===== src/rtl/router_pkg.sv =====
// Shared router types: flit width, arbiter FSM states and the port-index type.
package router_pkg;

    localparam int FLIT_WIDTH    = 64;
    localparam int NUM_PORTS_DEF = 4;
    localparam int PORT_IDX_W    = $clog2(NUM_PORTS_DEF);

    typedef enum logic {
        IDLE = 1'b0,
        LOCK = 1'b1
    } arb_state_t;

    typedef logic [PORT_IDX_W-1:0] port_idx_t;

endpackage


===== src/rtl/rr_arbiter.sv =====
// Combinational rotating-priority picker: the first requester at or after
// ptr (wrapping) wins. Shared with the output scheduler.
module rr_arbiter #(
    parameter int N  = 4,
    parameter int PW = $clog2(N)
) (
    input  logic [N-1:0]  req,
    input  logic [PW-1:0] ptr,
    output logic [N-1:0]  gnt,
    output logic          valid
);

    logic [PW:0] k;

    // Scan upward from ptr; the extra bit of k absorbs the wrap before the modulo.
    always_comb begin
        gnt   = '0;
        valid = 1'b0;
        k     = '0;
        for (int i = 0; i < N; i++) begin
            k = {1'b0, ptr} + (PW+1)'(i);
            if (k >= (PW+1)'(N))
                k = k - (PW+1)'(N);
            if (!valid && req[k[PW-1:0]]) begin
                gnt[k[PW-1:0]] = 1'b1;
                valid          = 1'b1;
            end
        end
    end

endmodule


===== src/rtl/buffer_write_arbiter.sv =====
// Packet-granular round-robin write arbiter in front of the shared FIFO.
// A grant is held for a whole packet; a packet only starts when the FIFO
// has room for a maximum-length packet.
//
// state | meaning
// ------+---------------------------------------------------------------
// IDLE  | no grant; pick next requester once a full packet fits
// LOCK  | grant held; flits of the granted port stream into the FIFO
module buffer_write_arbiter #(
    parameter int NUM_PORTS     = router_pkg::NUM_PORTS_DEF,
    parameter int FLIT_WIDTH    = router_pkg::FLIT_WIDTH,
    parameter int BUFFER_DEPTH  = 8,
    parameter int USEDW_WIDTH   = 8,
    parameter int MAX_PKT_FLITS = 4
) (
    input  logic                            clk,
    input  logic                            rst,
    input  logic [NUM_PORTS*FLIT_WIDTH-1:0] in_flit,
    input  logic [NUM_PORTS-1:0]            in_valid,
    input  logic [NUM_PORTS-1:0]            in_last,
    output logic [NUM_PORTS-1:0]            in_ready,
    output logic [FLIT_WIDTH-1:0]           buf_in,
    output logic                            buf_produce,
    input  logic                            buf_full,
    input  logic [USEDW_WIDTH-1:0]          buf_usedw,
    output logic [NUM_PORTS-1:0]            grant,
    output logic                            busy,
    output logic [15:0]                     pkt_count,
    output logic                            len_err
);

    import router_pkg::*;

    localparam int PW  = (NUM_PORTS > 1) ? $clog2(NUM_PORTS) : 1;
    localparam int CW  = $clog2(MAX_PKT_FLITS) + 1;
    localparam int FW1 = USEDW_WIDTH + 1;

    arb_state_t           state;
    logic [PW-1:0]        rr_ptr;
    logic [CW-1:0]        flit_cnt;
    logic [FW1-1:0]       free;
    logic [NUM_PORTS-1:0] win_gnt;
    logic                 win_valid;
    logic [PW-1:0]        g_idx;
    logic                 admit;
    logic                 at_max;
    logic                 pkt_end;
    logic                 over_len;

    rr_arbiter #(
        .N  (NUM_PORTS),
        .PW (PW)
    ) u_rr (
        .req   (in_valid),
        .ptr   (rr_ptr),
        .gnt   (win_gnt),
        .valid (win_valid)
    );

    // Free space; a full FIFO counts as zero even if usedw has wrapped to 0.
    always_comb begin
        free = '0;
        if (!buf_full)
            free = FW1'(BUFFER_DEPTH) - {1'b0, buf_usedw};
    end

    assign admit = win_valid && (free >= FW1'(MAX_PKT_FLITS));

    // Index of the granted port; 0 when idle so buf_in then shows port 0.
    always_comb begin
        g_idx = '0;
        for (int i = 0; i < NUM_PORTS; i++)
            if (grant[i])
                g_idx = PW'(i);
    end

    // Zero-latency write path from valid/full to ready/produce.
    always_comb begin
        in_ready    = busy ? (grant & {NUM_PORTS{~buf_full}}) : '0;
        buf_produce = busy & in_valid[g_idx] & ~buf_full;
        buf_in      = in_flit[int'(g_idx)*FLIT_WIDTH +: FLIT_WIDTH];
    end

    assign at_max   = (flit_cnt == CW'(MAX_PKT_FLITS-1));
    assign pkt_end  = buf_produce && (in_last[g_idx] || at_max);
    assign over_len = buf_produce && !in_last[g_idx] && at_max;

    // Arbitration FSM: grant on admission, release on tail or length cap.
    always_ff @(posedge clk or negedge rst) begin
        if (!rst) begin
            state     <= IDLE;
            grant     <= '0;
            busy      <= 1'b0;
            pkt_count <= '0;
            len_err   <= 1'b0;
            rr_ptr    <= '0;
            flit_cnt  <= '0;
        end else begin
            case (state)
                IDLE: begin
                    if (admit) begin
                        grant    <= win_gnt;
                        busy     <= 1'b1;
                        flit_cnt <= '0;
                        state    <= LOCK;
                    end
                end
                LOCK: begin
                    if (pkt_end) begin
                        state     <= IDLE;
                        grant     <= '0;
                        busy      <= 1'b0;
                        pkt_count <= pkt_count + 16'd1;
                        rr_ptr    <= (g_idx == PW'(NUM_PORTS-1)) ? '0 : g_idx + PW'(1);
                        if (over_len)
                            len_err <= 1'b1;
                    end else if (buf_produce) begin
                        flit_cnt <= flit_cnt + CW'(1);
                    end
                end
                default: state <= IDLE;
            endcase
        end
    end

endmodule


===== config.mk =====
export PLATFORM = sky130hd
export DESIGN_NAME = buffer_write_arbiter
export DESIGN_NICKNAME = d
export VERILOG_FILES = /design/src/rtl/router_pkg.sv /design/src/rtl/rr_arbiter.sv /design/src/rtl/buffer_write_arbiter.sv
export SDC_FILE = /design/constraint.sdc
export NUM_CORES = 1
export LEC_CHECK = 0
export CAP_MARGIN = 0
export CORE_AREA = 2 2 144 146
export DETAILED_ROUTE_END_ITERATION = 12
export DIE_AREA = 0 0 146 148
export HOLD_SLACK_MARGIN = 0.12
export PLACE_DENSITY_LB_ADDON = 0.15
export SLEW_MARGIN = 10
export SYNTH_ARGS = -nofsm -noshare
export SYNTH_HDL_FRONTEND = slang
export SYNTH_SLANG_ARGS = --single-unit

===== constraint.sdc =====
create_clock -name clk -period 3.4 [get_ports clk]
set_clock_uncertainty 0.05 [all_clocks]
set_input_delay 0.68 -clock clk [delete_from_list [all_inputs] [get_ports clk]]
set_output_delay 0.68 -clock clk [all_outputs]
set_load 0.01 [all_outputs]

==> impl_summary.log, run 1 <==
[metrics] per-cell via count in the routed design: 4.410
[metrics] aggregate routed wire length: 22,580 um
[metrics] required time at the endpoint of the critical path: 2670 ps
[metrics] fraction of layout instances using a drive strength above 1: 5.592%
[metrics] transition at the pin with the smallest max-transition slack: 756.2 ps
[metrics] area occupied by registers: 711.9 um2
[metrics] met3 wire length: 2207 um
[metrics] Area Growth Syn to Fin: 109.4%
[metrics] number of sinks handled by clock tree synthesis: 28
[metrics] setup total negative slack: 0 ps
[metrics] aggregate global-route resource usage: 19.82%
[metrics] final critical delay including setup and external delays: 3082 ps
[metrics] prevailing post-synth register cell: dfrtp_1
[metrics] syn nets: 848
[metrics] clock transition at the register clock pins on the worst setup and hold paths after CTS: 80 ps
[metrics] die boundary width: 146 um
[metrics] Syn Std Cell Area: 3805 um2
[metrics] post-layout util: 39.77%
[metrics] final weighted congestion in routability-driven placement: 0.8679
[metrics] root cell of the clock tree: clkbuf_16
[metrics] unrepaired setup endpoints after global routing: no
[metrics] Pins Over Slew Limit: 0
[metrics] top post-synthesis cells by area: dfrtp_1 (18%), mux2i_1 (18%), a21oi_1 (9.3%), o21ai_0 (9.1%), nand2_1 (8.7%)
[metrics] effective utilization at floorplan: 18.99%
[metrics] number of gates resized after CTS: 0
[metrics] Max rail drop VDD: 0.3026 mV
[metrics] total net switching power: 2.273 mW
[metrics] Power per Cell Area: 632.2 nW/um2
[metrics] combinational share of power: 78.1%
[metrics] setup slack of the most critical reg-to-reg path: 800 ps
[metrics] count of cell types in the netlist: 45
[metrics] final cycle utilization of the critical path: 90.65%
[metrics] violation count after the first detailed-routing iteration: 236
[metrics] count of buffering cells on the critical path with inverters included: 2
[metrics] Worst Reg-to-Reg Cells: 6
[metrics] number of global-route vias before repair: 5,039
[metrics] number of enable-type register cells in the synthesized netlist: 0
[metrics] critical-path cell list: buf_4 -> nand2_1 -> o21ai_0 -> clkdlybuf4s50_1
[metrics] WL met1: 9231 um
[metrics] highest-count cells in the layout ignoring fill and taps: clkdlybuf4s50_1 (365), nand2_1 (88), nor2_1 (74), a21oi_1 (71), o21ai_0 (69)
[metrics] core outline area: 20,040 um2
[metrics] Slew HR: 49.59%
[metrics] post-synthesis average cell area: 6.758 um2
[metrics] ports placed on the boundary: 366
[metrics] design internal power: 2.765 mW
[metrics] category of the most critical setup path: flip-flop to primary output
[metrics] clock insertion delay at the later pin of the skew report: 270 ps
[metrics] Seq/Total Area, Yosys: 18.41%
[metrics] total of warnings raised by yosys: 0
[metrics] proportion of netlist area held by the largest area contributor: 18.41%
[metrics] most common library cell in the layout ignoring fill and taps: clkdlybuf4s50_1
[metrics] die boundary height: 148 um
[metrics] number of rows created at floorplan: 52
[metrics] maximum root-to-sink buffer count: 2
[metrics] critical path endpoint category: primary output
[metrics] Hold Path Stages: 1
[metrics] met2 WL: 10,730 um
[metrics] Flop pwr share: 14.8%
[metrics] final setup vio count: 0
[metrics] total via count after detailed routing: 5,239
[metrics] Critical Path AT: 2350 ps
[metrics] leftover overflow at the end of global routing: 0
[metrics] count of nets left with antenna violations after detail routing: 0
[metrics] first-pass GRT wire length: 32,680 um
[metrics] number of antenna violations at the first check in global routing: 14
[metrics] number of synthesized register bits: 28
[metrics] Sw Ratio: 45.11%
[metrics] clock buffer count from CTS: 3
[metrics] overall power consumption: 5.038 mW
[metrics] count of port buffers added during placement: 365
[metrics] biggest cell delay along the critical path: 920 ps
[metrics] source of the worst register-to-register timing path: grant[3]$_DFFE_PN0P_
[metrics] estimated wirelength of the detail-placed design: 19,190 um
[metrics] final-report hold violation count: 0
[metrics] endpoint of the worst hold-timing path: len_err$_DFFE_PN0P_
[metrics] pin count of the biggest net entering global routing: 78
[metrics] TritonCTS clock tree: built
[metrics] area of the die: 21,610 um2
[metrics] capture instance of the worst register-to-register path: pkt_count[9]$_DFFE_PN0P_
[metrics] max-cap viol count: 0
[metrics] Synth async-reset ratio: 100.0%
[metrics] fillcell total: 2,106
[metrics] total area of multi-input combinational cells: 2880 um2
[metrics] biggest fanout along the worst timing path: 77
[metrics] Tightest Hold Check Type: flip-flop to flip-flop
[metrics] Highest Clock Rate: 0.3245 GHz
[metrics] number of search-and-repair iterations in the first detailed-routing pass: 4
[metrics] cell with the biggest individual delay on the critical path: dfrtp_4
[metrics] DRC violations left: 0
[metrics] Leakage: 3.169 nW
[metrics] number of H-tree levels: 1
[metrics] buffers inserted during post-CTS setup optimization: 0
[metrics] result of the run: complete, no violations
[metrics] cell count after synthesis: 563
[metrics] Setup crit start kind: flip-flop
[metrics] Post-CTS Hold Buffers: 0
[metrics] final net count: 1,198
[metrics] post-synth top area cell: dfrtp_1
[metrics] Clock Power Share: 7.1%
[metrics] Crit path max-delay family: buffers and inverters
[metrics] critical hold path startpoint: len_err$_DFFE_PN0P_
[metrics] uppermost routed layer: met5
[metrics] drt wl/cell: 19.00 um
cells in the mapped netlist (2+ instances only):
cell and number:
nor2b_1 2, nor3_2 6, dfrtp_1 28, a31oi_1 4, nand4_1 3, o22ai_1 8
nor3b_1 2, o311ai_0 2, mux4_2 2, nand3_1 10, o21ai_0 69, mux2i_1 68
buf_2 5, o211ai_1 5, clkbuf_1 32, xnor2_1 3, xor2_1 13, nand2_1 88
or2_2 3, nor2_1 74, nor4_1 7, inv_1 10, buf_1 9, and2_1 6
or3_1 2, a21oi_1 71, ha_1 10, a21o_1 2, mux2_2 3
worst max path at each step:
| stage | startpoint | to | slack, ps | depth (start not counted) |
|---|---|---|---|---|
| after detailed placement | in_valid[3] | buf_produce | 370 | 5 |
| after global placement | in_valid[3] | buf_produce | 380 | 5 |
| after floorplan | rr_ptr[0]$_DFFE_PN0P_ | grant[2]$_DFFE_PN0P_ | 900 | 9 |
| after CTS | grant[3]$_DFFE_PN0P_ | buf_in[13] | 290 | 4 |
| final | grant[3]$_DFFE_PN0P_ | buf_in[13] | 320 | 4 |
| after global routing | grant[1]$_DFFE_PN0P_ | buf_in[47] | 160 | 7 |
power groups by stage:
stage / clock network [mW] / registers [mW] / logic (mW)
global route: 0.375 / 0.784 / 4.31
finish: 0.357 / 0.745 / 3.94
CTS: 0.364 / 0.753 / 3.98
detailed placement: 0 / 0.758 / 3.96
floorplan: 0 / 0.533 / 2.14
global placement: 0 / 0.756 / 3.97
state kept, by name, indices dropped and copies added (netlist names):
name / cells
busy: 1
state: 1
len_err: 1
flit_cnt: 3
rr_ptr: 2
pkt_count: 16
grant: 4
layout make-up:
cell class,instances,share of cell area [%]
Antenna cell,6,0.1884
Clock buffer,3,0.9421
Clock inverter,1,0.3768
Inverter,10,0.4710
Multi-Input combinational cell,478,36.14
Sequential cell,28,8.934
Tap cell,270,4.239
Timing Repair Buffer,392,48.70
routing by layer:
layer,vias up,global-route usage (%)
li1,2682,-
met1,2299,24.31
met2,210,33.87
met3,30,7.654
met4,18,2.670
met5,-,0
cells by family (layout without fill, tap and decap cells):
family | after synthesis | in the layout | synth area share (%)
and+or+nand+nor | 210 | 210 | 24.50
AOI/OAI and AO/OA | 169 | 169 | 24.27
muxes | 73 | 73 | 19.96
buffers and inverters | 57 | 406 | 5.886
DFF | 28 | 28 | 18.41
xor gates and xnor gates | 16 | 16 | 3.683
adders and majority gates | 10 | 10 | 3.288
other | 0 | 6 | 0
stage by stage:
step	hold slack (ps)	cells	setup slack (ps)	area, um2
5_1_grt	432.3	1183	156.2	7956
3_3_place_gp	393.4	1178	384.7	7849
4_1_cts	419.7	1182	287.8	7954
2_1_floorplan	334.4	563	902.4	3805
3_5_place_dp	401.3	1178	370.1	7849
6_report	412.0	1188	318.0	7969
worst reg2reg max path, delay by kind of cell (launching register included):
| kind | cells | cell delay [ps] |
|---|---|---|
| compound gates | 2 | 570 |
| simple gates | 2 | 560 |
| flops | 1 | 920 |
| buf+inv | 1 | 240 |
| xor+xnor | 1 | 180 |
(Power assumes the default switching activity.)
==> run 2: changes to the inputs <==
Settings changed: PLACE_DENSITY_LB_ADDON 0.15 to default.
==> impl_summary.log, run 2 (synthesis results as in run 1) <==
[metrics] result of the run: complete, no violations
[metrics] setup slack of the most critical reg-to-reg path: 920 ps
[metrics] number of sinks handled by clock tree synthesis: 28
[metrics] most common library cell in the layout ignoring fill and taps: clkdlybuf4s50_1
[metrics] final weighted congestion in routability-driven placement: 0.8047
[metrics] Slew HR: 51.80%
[metrics] transition at the pin with the smallest max-transition slack: 717.0 ps
[metrics] area of the die: 21,610 um2
[metrics] category of the most critical setup path: primary input to primary output
[metrics] number of antenna violations at the first check in global routing: 5
[metrics] drt wl/cell: 16.18 um
[metrics] total via count after detailed routing: 5,219
[metrics] Critical Path AT: 2360 ps
[metrics] Post-CTS Hold Buffers: 0
[metrics] critical path endpoint category: primary output
[metrics] die boundary height: 148 um
[metrics] final critical delay including setup and external delays: 3091 ps
[metrics] buffers inserted during post-CTS setup optimization: 0
[metrics] TritonCTS clock tree: built
[metrics] area occupied by registers: 711.9 um2
[metrics] DRC violations left: 0
[metrics] final net count: 1,185
[metrics] core outline area: 20,040 um2
[metrics] number of rows created at floorplan: 52
[metrics] root cell of the clock tree: clkbuf_16
[metrics] count of nets left with antenna violations after detail routing: 0
[metrics] clock transition at the register clock pins on the worst setup and hold paths after CTS: 70 ps
[metrics] unrepaired setup endpoints after global routing: no
[metrics] leftover overflow at the end of global routing: 0
[metrics] clock buffer count from CTS: 3
[metrics] Setup crit start kind: primary input
[metrics] biggest fanout along the worst timing path: 9
[metrics] pin count of the biggest net entering global routing: 61
[metrics] overall power consumption: 4.900 mW
[metrics] placed inst area: 7776 um2
[metrics] Area Growth Syn to Fin: 106.8%
[metrics] fraction of layout instances using a drive strength above 1: 4.227%
[metrics] number of H-tree levels: 1
[metrics] count of port buffers added during placement: 365
[metrics] die boundary width: 146 um
[metrics] estimated wirelength of the detail-placed design: 15,660 um
[metrics] Top Registers: pkt_count (16), grant (4), flit_cnt (3)
[metrics] per-cell via count in the routed design: 4.457
[metrics] smallest setup slack after layout: 308.9 ps
[metrics] Top reg by flops: pkt_count
[metrics] highest-count cells in the layout ignoring fill and taps: clkdlybuf4s50_1 (365), nand2_1 (88), nor2_1 (74), a21oi_1 (71), o21ai_0 (69)
[metrics] final design area excluding fillers: 7870 um2
[metrics] Leakage: 3.105 nW
[metrics] number of search-and-repair iterations in the first detailed-routing pass: 5
[metrics] aggregate global-route resource usage: 16.30%
[metrics] ports placed on the boundary: 366
[metrics] aggregate routed wire length: 18,950 um
[metrics] final cycle utilization of the critical path: 90.91%
[metrics] Post-Place Worst Slack: 310.7 ps
[metrics] post-layout util: 39.27%
[metrics] Tightest Hold Check Type: flip-flop to flip-flop
[metrics] violation count after the first detailed-routing iteration: 195
[metrics] effective utilization at floorplan: 18.99%
[metrics] total area of multi-input combinational cells: 2880 um2
[metrics] number of global-route vias before repair: 5,051
[metrics] first-pass GRT wire length: 28,550 um
[metrics] setup total negative slack: 0 ps
[metrics] Highest Clock Rate: 0.3235 GHz
[metrics] number of flip-flops in the largest register: 16
[metrics] fillcell total: 2,134
[metrics] Max rail drop VDD: 0.4214 mV
[metrics] required time at the endpoint of the critical path: 2670 ps
[metrics] Pins Over Slew Limit: 0
[metrics] max-cap viol count: 0
[metrics] number of gates resized after CTS: 0
[metrics] clock insertion delay at the later pin of the skew report: 260 ps
[metrics] final-report hold violation count: 0
[metrics] maximum root-to-sink buffer count: 2
[metrics] Power per Cell Area: 622.6 nW/um2
[metrics] final setup vio count: 0
[run 2: changes by cell type in the layout (fill, tap and decap cells not counted)]
cell / change
diode_2: -4
buf_12: +2
clkbuf_8: +1
buf_4: -15
bufinv_16: -1
[run 2: routing by layer]
metal	global-route usage, %	part of all wire, %	vias up
li1	-	-	2648
met1	19.54	40	2334
met2	29.39	50	210
met3	4.784	8.6	21
met4	2.573	1.2	6
met5	0	0.21	-
[run 2: cell type report]
class | instances | area share (%)
Timing Repair Buffer | 379 | 48.39
Sequential cell | 28 | 9.046
Clock buffer | 4 | 1.129
Antenna cell | 2 | 0.06359
Inverter | 10 | 0.4769
Multi-Input combinational cell | 478 | 36.60
Tap cell | 270 | 4.293
[run 2: power breakdown]
| part | leakage, nW | total [mW] | internal, mW | switching [mW] |
|---|---|---|---|---|
| Combinational | 2.71 | 3.93 | 2.06 | 1.87 |
| Clock | 0.0442 | 0.292 | 0.180 | 0.111 |
| Sequential | 0.353 | 0.676 | 0.432 | 0.245 |
[run 2: worst paths after layout]
kind,start,to,cells past startpoint
max in group asynchronous,rst,grant[2]$_DFFE_PN0P_,2
worst min-delay path,pkt_count[15]$_DFFE_PN0P_,pkt_count[15]$_DFFE_PN0P_,1
worst max register to register,grant[3]$_DFFE_PN0P_,pkt_count[12]$_DFFE_PN0P_,6
worst max-delay path,in_valid[3],buf_produce,5
min in group asynchronous,rst,state$_DFF_PN0_,2
worst min register to register,pkt_count[15]$_DFFE_PN0P_,pkt_count[15]$_DFFE_PN0P_,1
[run 2: worst max-delay path, stage by stage]
cell and delay [ps]:
clkdlybuf4s50_1 620, nand2b_1 170, o311ai_0 170, nor2_1 170
clkdlybuf4s50_1 560
[run 2: per-stage QoR]
stage               std cells  hold WS [ps]
floorplan                 563         334.4
global placement         1165         412.3
detailed placement       1165         414.5
CTS                      1169         427.1
global route             1169         454.9
finish                   1171         423.3
==> run 3: changes to the inputs <==
--- a/config.mk
+++ b/config.mk
@@ -7,7 +7,8 @@
 export LEC_CHECK = 0
 export CAP_MARGIN = 0
-export CORE_AREA = 2 2 144 146
+export CORE_AREA = 2 2 142 144
 export DETAILED_ROUTE_END_ITERATION = 12
-export DIE_AREA = 0 0 146 148
+export DIE_AREA = 0 0 144 146
+export DONT_BUFFER_PORTS = 1
 export HOLD_SLACK_MARGIN = 0.12
 export SLEW_MARGIN = 10
--- a/constraint.sdc
+++ b/constraint.sdc
@@ -3,3 +3,3 @@
 set_input_delay 0.68 -clock clk [delete_from_list [all_inputs] [get_ports clk]]
 set_output_delay 0.68 -clock clk [all_outputs]
-set_load 0.01 [all_outputs]
+set_load 0.05 [all_outputs]
==> impl_summary.log, run 3 (synthesis results as in run 1) <==
[metrics] result of the run: complete, no violations
[metrics] Power per Cell Area: 1278 nW/um2
[metrics] clock transition at the register clock pins on the worst setup and hold paths after CTS: 70 ps
[metrics] number of global-route vias before repair: 3,684
[metrics] category of the most critical setup path: flip-flop to primary output
[metrics] dominant cell type by count on the critical path: buf_4
[metrics] TritonCTS clock tree: built
[metrics] Tightest Hold Check Type: primary input to async pin
[metrics] leftover overflow at the end of global routing: 0
[metrics] aggregate global-route resource usage: 12.75%
[metrics] unrepaired setup endpoints after global routing: no
[metrics] Slew HR: 36.81%
[metrics] cell with the biggest individual delay on the critical path: dfrtp_4
[metrics] final net count: 881
[metrics] number of flip-flops in the largest register: 16
[metrics] clock insertion delay at the later pin of the skew report: 260 ps
[metrics] Area Growth Syn to Fin: 22.03%
[metrics] critical path endpoint category: primary output
[metrics] Leakage: 1.992 nW
[metrics] count of nets left with antenna violations after detail routing: 0
[metrics] source of the worst register-to-register timing path: grant[1]$_DFFE_PN0P_
[metrics] Setup crit start kind: flip-flop
[metrics] Critical Path AT: 2060 ps
[metrics] maximum root-to-sink buffer count: 2
[metrics] final cycle utilization of the critical path: 82.19%
[metrics] Top Registers: pkt_count (16), grant (4), flit_cnt (3)
[metrics] setup slack of the most critical reg-to-reg path: 910 ps
[metrics] buffers inserted during post-CTS setup optimization: 0
[metrics] number of search-and-repair iterations in the first detailed-routing pass: 5
[metrics] total via count after detailed routing: 4,225
[metrics] critical-path cell list: buf_4 -> nor2_1 -> a21oi_1 -> o21ai_1 -> buf_4
[metrics] per-cell via count in the routed design: 4.901
[metrics] fraction of layout instances using a drive strength above 1: 16.64%
[metrics] ports placed on the boundary: 366
[metrics] biggest fanout along the worst timing path: 70
[metrics] CP Launch Point: grant[2]$_DFFE_PN0P_
[metrics] violation count after the first detailed-routing iteration: 232
[metrics] clock buffer count from CTS: 3
[metrics] Highest Clock Rate: 0.3578 GHz
[metrics] root cell of the clock tree: clkbuf_16
[metrics] number of sinks handled by clock tree synthesis: 28
[metrics] number of rows created at floorplan: 51
[metrics] transition at the pin with the smallest max-transition slack: 947.9 ps
[metrics] die boundary width: 144 um
[metrics] Max rail drop VDD: 0.4452 mV
[metrics] highest-count cells in the layout ignoring fill and taps: nand2_1 (88), nor2_1 (74), buf_4 (73), a21oi_1 (71), mux2i_1 (68)
[metrics] number of antenna violations at the first check in global routing: 5
[metrics] area of the die: 21,020 um2
[metrics] die boundary height: 146 um
[metrics] final setup vio count: 0
[metrics] fillcell total: 2,155
[metrics] aggregate routed wire length: 15,270 um
[metrics] Crit path max-delay family: buffers and inverters
[metrics] biggest cell delay along the critical path: 560 ps
[metrics] estimated wirelength of the detail-placed design: 12,870 um
[metrics] count of port buffers added during placement: 0
[metrics] first-pass GRT wire length: 21,010 um
[metrics] most common library cell in the layout ignoring fill and taps: nand2_1
[metrics] final-report hold violation count: 0
[metrics] final critical delay including setup and external delays: 2795 ps
[metrics] overall power consumption: 5.933 mW
[metrics] effective utilization at floorplan: 19.68%
[metrics] final weighted congestion in routability-driven placement: 0.8070
[metrics] pin count of the biggest net entering global routing: 81
[metrics] number of H-tree levels: 1
[metrics] required time at the endpoint of the critical path: 2670 ps
[metrics] setup total negative slack: 0 ps
[metrics] drt wl/cell: 17.71 um
[metrics] Pins Over Slew Limit: 0
[metrics] max-cap viol count: 0
[metrics] core outline area: 19,330 um2
[metrics] Top reg by flops: pkt_count
[metrics] count of buffering cells on the critical path with inverters included: 2
[metrics] DRC violations left: 0
[metrics] post-route worst hold slack: 184.1 ps
==> run 3: power by group <==
group | total (mW) | switching (mW) | internal (mW)
Combinational | 4.91 | 3.41 | 1.49
Clock | 0.292 | 0.112 | 0.180
Sequential | 0.735 | 0.305 | 0.430
==> run 3: cell type report <==
class | instances | area [um2] | area share [%]
multi-input cells | 478 | 2880 | 62.03
well taps | 265 | 331.6 | 7.141
diodes | 2 | 5.005 | 0.1078
repair buffers | 75 | 588.1 | 12.67
clock buffers | 4 | 88.84 | 1.913
flip-flops and latches | 28 | 711.9 | 15.33
inverters | 10 | 37.54 | 0.8084
==> run 3: metrics by stage <==
stage | utilization (%) | worst slack (ps) | instance area (um2) | std cells
2_1_floorplan | - | 3.043 | 3805 | 563
3_3_place_gp | 23.43 | 916.2 | 4529 | 855
3_5_place_dp | 23.43 | 878.9 | 4529 | 855
4_1_cts | 23.99 | 596.8 | 4638 | 860
5_1_grt | 23.99 | 442.8 | 4638 | 860
6_report | 24.01 | 605.5 | 4643 | 862
==> run 3: worst register-to-register path, cell delays in order, from the launching register on <==
cell and delay [ps]:
dfrtp_4 440, buf_4 400, mux2i_1 160, nand2_1 110, o2111ai_2 510, buf_4 380
nor3_2 190, xor2_1 160
==> run 3: repair_timing <==
| action | 4_1_cts | 5_1_grt |
|---|---|---|
| endpoints found under the hold margin | 28 | 0 |
| resized for setup | 0 | 0 |
| hold buffers | 1 | 0 |
==> run 3: routing by layer <==
metal	global-route usage, %	vias up	routed length, um
li1	-	2046	-
met1	14.60	1934	5793
met2	23.07	225	7516
met3	4.903	14	1822
met4	1.275	6	93
met5	0	-	42
==> run 3: worst paths after layout <==
path / to / cells past startpoint
worst max-delay path: buf_in[21] / 5
worst min-delay path: pkt_count[14]$_DFFE_PN0P_ / 1
worst max register to register: pkt_count[10]$_DFFE_PN0P_ / 7
worst min register to register: flit_cnt[2]$_DFFE_PN0P_ / 2
max in group asynchronous: grant[2]$_DFFE_PN0P_ / 1
min in group clk: flit_cnt[2]$_DFFE_PN0P_ / 2
